[config.mk]
export PLATFORM = sky130hd
export DESIGN_NAME = qos_planificador_flat
export DESIGN_NICKNAME = d
export VERILOG_FILES = /design/src/rtl/qos_planificador_pkg.sv /design/src/rtl/qos_planificador_if.sv /design/src/rtl/qos_buscador_rr.sv /design/src/rtl/qos_planificador.sv /design/src/flat_wrapper.sv
export SDC_FILE = /design/constraint.sdc
export NUM_CORES = 1
export LEC_CHECK = 0
export CORE_ASPECT_RATIO = 1.25
export CORE_MARGIN = 1
export CORE_UTILIZATION = 60
export CTS_BUF_LIST = sky130_fd_sc_hd__clkbuf_16
export DETAILED_ROUTE_END_ITERATION = 12
export DONT_BUFFER_PORTS = 1
export PLACE_DENSITY = 0.76
export RECOVER_POWER = 100
export SLEW_MARGIN = 20
export SYNTH_ARGS = -nofsm -noshare
export SYNTH_HDL_FRONTEND = slang
export SYNTH_HIERARCHICAL = 1
export SYNTH_SLANG_ARGS = --single-unit
[constraint.sdc]
create_clock -name clk -period 7.2 [get_ports clk]
set_input_delay 0.72 -clock clk [delete_from_list [all_inputs] [get_ports clk]]
set_output_delay 0.72 -clock clk [all_outputs]
set_load 0.02 [all_outputs]
[src/rtl/qos_planificador_pkg.sv]
// Shared types and widths for the QoS scheduler.
// Mode codes, FSM states and field widths used by all files.
package qos_planificador_pkg;

  localparam int QUEUE_QUANTITY    = 4;
  localparam int MAX_WEIGHT        = 64;
  localparam int TABLE_SIZE        = 8;
  localparam int TIPOS_ROUND_ROBIN = 3;

  localparam int W_PESO = $clog2(MAX_WEIGHT);
  localparam int W_Q    = $clog2(QUEUE_QUANTITY);
  localparam int W_T    = $clog2(TABLE_SIZE);
  localparam int W_MODO = $clog2(TIPOS_ROUND_ROBIN);

  localparam logic [W_MODO-1:0] RR_NORMAL    = W_MODO'(0);
  localparam logic [W_MODO-1:0] RR_PESADO    = W_MODO'(1);
  localparam logic [W_MODO-1:0] RR_ARBITRADO = W_MODO'(2);

  typedef enum logic [1:0] {
    ST_INIT,
    ST_SELECT,
    ST_SERVE
  } estado_e;

  function automatic logic [QUEUE_QUANTITY-1:0] a_onehot(
    input logic [W_Q-1:0] i
  );
    a_onehot    = '0;
    a_onehot[i] = 1'b1;
  endfunction

endpackage

[src/rtl/qos_planificador_if.sv]
// Handshake bundle between scheduler, VC FIFO bank and output FIFO.
// master = scheduler: drives pop/push_salida/vc_sel/idle, sees flags.
interface qos_planificador_if;
  import qos_planificador_pkg::*;

  logic [QUEUE_QUANTITY-1:0] fifo_empty;
  logic                      salida_full;
  logic [QUEUE_QUANTITY-1:0] pop;
  logic                      push_salida;
  logic [W_Q-1:0]            vc_sel;
  logic                      idle;

  modport master (
    input  fifo_empty, salida_full,
    output pop, push_salida, vc_sel, idle
  );

  modport slave (
    output fifo_empty, salida_full,
    input  pop, push_salida, vc_sel, idle
  );

endinterface

[src/rtl/qos_buscador_rr.sv]
// Rotate-priority finder: first set req bit at or after inicio.
// Ports: req, inicio in; encontrado, indice out. N must be 2**W.
module qos_buscador_rr #(
  parameter int N = 4,
  parameter int W = $clog2(N)
) (
  input  logic [N-1:0] req,
  input  logic [W-1:0] inicio,
  output logic         encontrado,
  output logic [W-1:0] indice
);

  always_comb begin
    logic [W-1:0] k;
    encontrado = 1'b0;
    indice     = '0;
    k          = '0;
    // scan from the farthest offset down so the nearest hit wins
    for (int i = N - 1; i >= 0; i--) begin
      k = inicio + W'(i);
      if (req[k]) begin
        encontrado = 1'b1;
        indice     = k;
      end
    end
  end

endmodule

[src/rtl/qos_planificador.sv]
// QoS scheduler: picks the VC FIFO to pop (RR, weighted, table modes).
// Ports: clk, rst(sync low), enb, iniciar, mem_* config, bus (master).
module qos_planificador
  import qos_planificador_pkg::*;
(
  input  logic                             clk,
  input  logic                             rst,
  input  logic                             enb,
  input  logic                             iniciar,
  input  logic [W_MODO-1:0]                mem_seleccion_roundRobin,
  input  logic [QUEUE_QUANTITY*W_PESO-1:0] mem_pesos,
  input  logic [TABLE_SIZE*W_PESO-1:0]     mem_pesosArbitraje,
  input  logic [TABLE_SIZE*W_Q-1:0]        mem_selecciones,
  qos_planificador_if.master               bus
);

  estado_e                          estado_q, estado_d;
  logic [W_MODO-1:0]                modo_q, modo_d;
  logic [QUEUE_QUANTITY*W_PESO-1:0] pesos_q, pesos_d;
  logic [TABLE_SIZE*W_PESO-1:0]     arb_q, arb_d;
  logic [TABLE_SIZE*W_Q-1:0]        sel_q, sel_d;
  logic [W_Q-1:0]                   qptr_q, qptr_d;
  logic [W_T-1:0]                   tptr_q, tptr_d;
  logic [W_PESO-1:0]                cnt_q, cnt_d;
  logic [W_Q-1:0]                   cola_q, cola_d;
  logic [W_T-1:0]                   ent_q, ent_d;
  logic                             push_q, push_d;
  logic [W_Q-1:0]                   vcsel_q, vcsel_d;

  logic                      es_pesado, es_tabla;
  logic [QUEUE_QUANTITY-1:0] req_q;
  logic [TABLE_SIZE-1:0]     req_t;
  logic                      q_hay, t_hay;
  logic [W_Q-1:0]            q_idx;
  logic [W_T-1:0]            t_idx;
  logic [QUEUE_QUANTITY-1:0] pop_c;
  logic                      idle_c, salir;

  // mode 3 falls through to plain round robin
  assign es_pesado = (modo_q == RR_PESADO);
  assign es_tabla  = (modo_q == RR_ARBITRADO);

  always_comb begin
    for (int i = 0; i < QUEUE_QUANTITY; i++) begin
      req_q[i] = !bus.fifo_empty[i] &&
                 (!es_pesado ||
                  pesos_q[i*W_PESO +: W_PESO] != '0);
    end
  end

  always_comb begin
    for (int k = 0; k < TABLE_SIZE; k++) begin
      req_t[k] = (arb_q[k*W_PESO +: W_PESO] != '0) &&
                 !bus.fifo_empty[sel_q[k*W_Q +: W_Q]];
    end
  end

  qos_buscador_rr #(.N(QUEUE_QUANTITY)) u_busca_cola (
    .req        (req_q),
    .inicio     (qptr_q),
    .encontrado (q_hay),
    .indice     (q_idx)
  );

  qos_buscador_rr #(.N(TABLE_SIZE)) u_busca_tabla (
    .req        (req_t),
    .inicio     (tptr_q),
    .encontrado (t_hay),
    .indice     (t_idx)
  );

  always_comb begin
    estado_d = estado_q;
    modo_d   = modo_q;
    pesos_d  = pesos_q;
    arb_d    = arb_q;
    sel_d    = sel_q;
    qptr_d   = qptr_q;
    tptr_d   = tptr_q;
    cnt_d    = cnt_q;
    cola_d   = cola_q;
    ent_d    = ent_q;
    pop_c    = '0;
    idle_c   = 1'b0;
    salir    = 1'b0;

    unique case (estado_q)
      ST_INIT: begin
        idle_c = 1'b1;
        if (iniciar) begin
          modo_d   = mem_seleccion_roundRobin;
          pesos_d  = mem_pesos;
          arb_d    = mem_pesosArbitraje;
          sel_d    = mem_selecciones;
          estado_d = ST_SELECT;
        end
      end
      ST_SELECT: begin
        if (es_tabla) begin
          idle_c = !t_hay && !push_q;
          if (t_hay) begin
            ent_d    = t_idx;
            cola_d   = sel_q[t_idx*W_Q +: W_Q];
            cnt_d    = arb_q[t_idx*W_PESO +: W_PESO];
            estado_d = ST_SERVE;
          end
        end else begin
          idle_c = !q_hay && !push_q;
          if (q_hay) begin
            cola_d   = q_idx;
            cnt_d    = es_pesado ?
                       pesos_q[q_idx*W_PESO +: W_PESO] :
                       W_PESO'(1);
            estado_d = ST_SERVE;
          end
        end
      end
      ST_SERVE: begin
        if (bus.fifo_empty[cola_q]) begin
          salir = 1'b1;
        end else if (!bus.salida_full) begin
          pop_c = a_onehot(cola_q);
          cnt_d = cnt_q - W_PESO'(1);
          salir = (cnt_q == W_PESO'(1));
        end
      end
      default: estado_d = ST_INIT;
    endcase

    if (salir) begin
      estado_d = ST_SELECT;
      if (es_tabla) tptr_d = ent_q + W_T'(1);
      else          qptr_d = cola_q + W_Q'(1);
    end

    // a pop during reset or freeze would lose the word
    if (!enb || !rst) pop_c = '0;

    push_d  = |pop_c;
    vcsel_d = cola_q;
  end

  always_ff @(posedge clk) begin
    if (!rst) begin
      estado_q <= ST_INIT;
      modo_q   <= '0;
      pesos_q  <= '0;
      arb_q    <= '0;
      sel_q    <= '0;
      qptr_q   <= '0;
      tptr_q   <= '0;
      cnt_q    <= '0;
      cola_q   <= '0;
      ent_q    <= '0;
      push_q   <= 1'b0;
      vcsel_q  <= '0;
    end else if (enb) begin
      estado_q <= estado_d;
      modo_q   <= modo_d;
      pesos_q  <= pesos_d;
      arb_q    <= arb_d;
      sel_q    <= sel_d;
      qptr_q   <= qptr_d;
      tptr_q   <= tptr_d;
      cnt_q    <= cnt_d;
      cola_q   <= cola_d;
      ent_q    <= ent_d;
      push_q   <= push_d;
      vcsel_q  <= vcsel_d;
    end
  end

  assign bus.pop         = pop_c;
  assign bus.push_salida = push_q & enb;
  assign bus.vc_sel      = vcsel_q;
  assign bus.idle        = idle_c;

endmodule

[src/flat_wrapper.sv]
// flat-port wrapper written by rule: the top's interface ports become plain ports
module qos_planificador_flat import qos_planificador_pkg::*;
  (clk, rst, enb, iniciar, mem_seleccion_roundRobin, mem_pesos, mem_pesosArbitraje, mem_selecciones, bus_fifo_empty, bus_salida_full, bus_pop, bus_push_salida, bus_vc_sel, bus_idle);
  qos_planificador_if bus_i ();
  input  logic clk;
  input  logic rst;
  input  logic enb;
  input  logic iniciar;
  input  logic [W_MODO-1:0] mem_seleccion_roundRobin;
  input  logic [QUEUE_QUANTITY*W_PESO-1:0] mem_pesos;
  input  logic [TABLE_SIZE*W_PESO-1:0] mem_pesosArbitraje;
  input  logic [TABLE_SIZE*W_Q-1:0] mem_selecciones;
  input wire logic [$bits(bus_i.fifo_empty)-1:0] bus_fifo_empty;
  input wire logic [$bits(bus_i.salida_full)-1:0] bus_salida_full;
  output wire logic [$bits(bus_i.pop)-1:0] bus_pop;
  output wire logic [$bits(bus_i.push_salida)-1:0] bus_push_salida;
  output wire logic [$bits(bus_i.vc_sel)-1:0] bus_vc_sel;
  output wire logic [$bits(bus_i.idle)-1:0] bus_idle;
  assign bus_i.fifo_empty = bus_fifo_empty;
  assign bus_i.salida_full = bus_salida_full;
  assign bus_pop = bus_i.pop;
  assign bus_push_salida = bus_i.push_salida;
  assign bus_vc_sel = bus_i.vc_sel;
  assign bus_idle = bus_i.idle;
  qos_planificador u_core (.clk(clk), .rst(rst), .enb(enb), .iniciar(iniciar), .mem_seleccion_roundRobin(mem_seleccion_roundRobin), .mem_pesos(mem_pesos), .mem_pesosArbitraje(mem_pesosArbitraje), .mem_selecciones(mem_selecciones), .bus(bus_i));
endmodule
==> impl_metrics.ini <==
[outcome]
status = finished with violations
violations = capacitance limit, slew limit

[yosys]
synthesis.nets = 852
synth_top_family_by_area = simple AND/OR/NAND/NOR gates
muxShareOfSynthArea_pct = 19.3
synth_seq_cells = 111
synthArstFlopShare_pct = 0
synth_edf_count = 0
ys_types = 57
synth-adder-area-share_pct = 1.81
synth_flop_cell = dfxtp_1
syn-instance-count = 744
synth_area_mm2 = 0.00622
synth_compound_area_share_pct = 17.0
synth_seq_area_share_pct = 35.7
ys.warnings.count = 6
syn-mean-instance-area_um2 = 8.35
synthXorXnorAreaFrac_pct = 0.705
yosys.area_share.simple_pct = 20.8

[timing]
finalCritPeriodShare_pct = 67.6
final-setup-viol-count = 0
grt_setup_unrepaired = no
relSlewSlack_pct = -194
min_period_ns = 4.87
finalSetupTns_ns = 0
max_freq_mhz = 205
max_slew.worst_pin.slew_ns = 4.41
drv_slew = 107
skew_ns = 0.0112
finalHoldViolCount = 0

[cells_and_area]
fin_area_mm2 = 0.00650
drive_gt1_share_pct = 7.42
fillCellCount = 841
syn_to_final_growth_pct = 4.53
layout_common_cells = nand2_1, a21oi_1, dfxtp_1, nor2_1, mux2i_1
fin_nets = 817
diodes = 0
layout_commonest_cell = nand2_1

[worst_setup_path]
worst_ep_arrival_time_ns = 4.94
start_kind = register
endpoint_kind = register
rrSetupSlack_ns = 2.33
critPathKind = register to register
required_ns = 7.27
path_max_fanout = 17

[grt]
grt_pass1_vias = 5173
gr-total-overflow = 0
antenna_found_initial = 0
grt_max_degree = 107
grt_pass1_wl_um = 26200
grtUsageTotal_pct = 31.5

[detailed_routing]
ant_nets = 0
post_drt_wl_per_cell_um = 19.4
firstDrtPassIters = 6
wl_met3_um = 1180
routed_via_density = 6.52
drtIter0Drc = 460
dr_total_vias = 5497
dr_wl_met2_um = 8110
topRoutingLayerUsed = met4
drc_errors = 0
wl_met1_um = 6450
wirelength_um = 16400

[clocking]
cts.path.max_buffers = 2
cts.sinks = 111
cts_inserted_buffers = 9
path_clk_slew_ns = 0.08
htree_levels = 3
insertion_delay_ns = 0.36
cts_tree = built
cts_resized = 0
cts_hold_buf = 0
cts_setup_buffers = 0
clock-root-buffer = clkbuf_16

[floorplan]
die_y_um = 116
initial_core_util_pct = 61.5
die_w_um = 93.0
placementRows = 41
dieArea_mm2 = 0.0108
io_pins = 107
core_area_mm2 = 0.0101

[place]
io_buffers = 0
dpl.hpwl_um = 12100
dpl_cell_area_mm2 = 0.00619
finalWeightedCongestion = 0.916

[worst_hold_path]
holdCritPathClass = register to register

[power_and_ir_drop]
pwr_density_cell_mw_per_mm2 = 235
ir_drop_mv = 0.144
p_leak_uw = 0.00221

[job]
max-cap-violations = 1
synthesized netlist by cell type, drive strengths merged, types with 9 or more instances:
library cell | count | share of area, %
inv | 15 | 0.91
mux4 | 35 | 13
mux2i | 27 | 4.3
a31oi | 11 | 1.1
nor4 | 14 | 1.4
o21ai | 10 | 0.87
dfxtp | 111 | 36
ha | 9 | 1.8
buf | 15 | 1.5
nor2 | 36 | 2.2
a21oi | 118 | 9.5
clkbuf | 36 | 2.2
nand2 | 207 | 13
flip-flops by register name, summed over array words and instances (netlist names):
name	flops
u_core/pesos_q	24
u_core/push_q	1
u_core/arb_q	48
u_core/bus.vc_sel	2
u_core/cnt_q	6
u_core/ent_q	3
u_core/tptr_q	3
u_core/estado_q	2
u_core/cola_q	2
u_core/sel_q	16
u_core/modo_q	2
u_core/qptr_q	2
path summary, 6_finish.rpt:
kind | endpoint | depth (start not counted) | start
hold / removal | u_core/arb_q[38] | 2 | u_core/arb_q[38]
hold reg to reg | u_core/arb_q[38] | 2 | u_core/arb_q[38]
setup / recovery | u_core/cnt_q[1] | 13 | u_core/tptr_q[1]
setup reg to reg | u_core/cnt_q[1] | 13 | u_core/tptr_q[1]
where the power goes:
| part | leakage (uW) | internal [uW] | total [uW] | switching, uW |
|---|---|---|---|---|
| clock | 0.000150 | 278 | 522 | 244 |
| combinational | 0.00115 | 139 | 332 | 193 |
| sequential | 0.000904 | 643 | 675 | 31.6 |
metrics by stage:
stage / setup slack [ns] / hold WS [ns] / instances / utilization (%) / power (uW)
after floorplan: 3.29 / 0.446 / 744 / - / 948
final: 2.33 / 0.479 / 843 / 64.3 / 1530
after global routing: 1.92 / 0.490 / 843 / 64.3 / 1590
after CTS: 2.53 / 0.477 / 843 / 64.4 / 1530
after global placement: 2.73 / 0.460 / 827 / 61.3 / 1000
after detailed placement: 2.54 / 0.466 / 827 / 61.3 / 1020
logic make-up (layout without fill, tap and decap cells):
| group | count (synthesis) | in the layout |
|---|---|---|
| simple gates | 305 | 305 |
| compound gates | 178 | 178 |
| flops | 111 | 111 |
| mux | 70 | 70 |
| buf+inv | 66 | 36 |
| fa+ha+maj | 9 | 9 |
| xor+xnor | 5 | 5 |
cell type report:
cell class	instances	area (um2)	area share [%]
Clock buffer	9	225	3.47
Clock inverter	7	88.8	1.37
Inverter	15	56.3	0.867
Multi-Input combinational cell	567	3710	57.1
Sequential cell	111	2220	34.2
Tap cell	129	161	2.48
Timing Repair Buffer	5	33.8	0.520
critical path, cell delays in order (launching register included):
cell and delay (ns):
dfxtp_1 0.75, inv_1 0.26, ha_1 0.52, mux4_1 0.44, mux2_1 0.38, o21ai_0 0.17
a31oi_1 0.10, o21bai_1 0.14, mux2_1 0.66, mux4_2 0.60, mux2i_1 0.24, o21ai_0 0.12
nand4_1 0.11, o31ai_1 0.09
routing by layer:
metal,track usage (%),vias to the layer above
met3,5.71,50
met2,54.1,275
met1,38.2,2584
li1,-,2588
met5,0,-
met4,15.3,0
No activity file was read; power rests on OpenSTA's default activity.
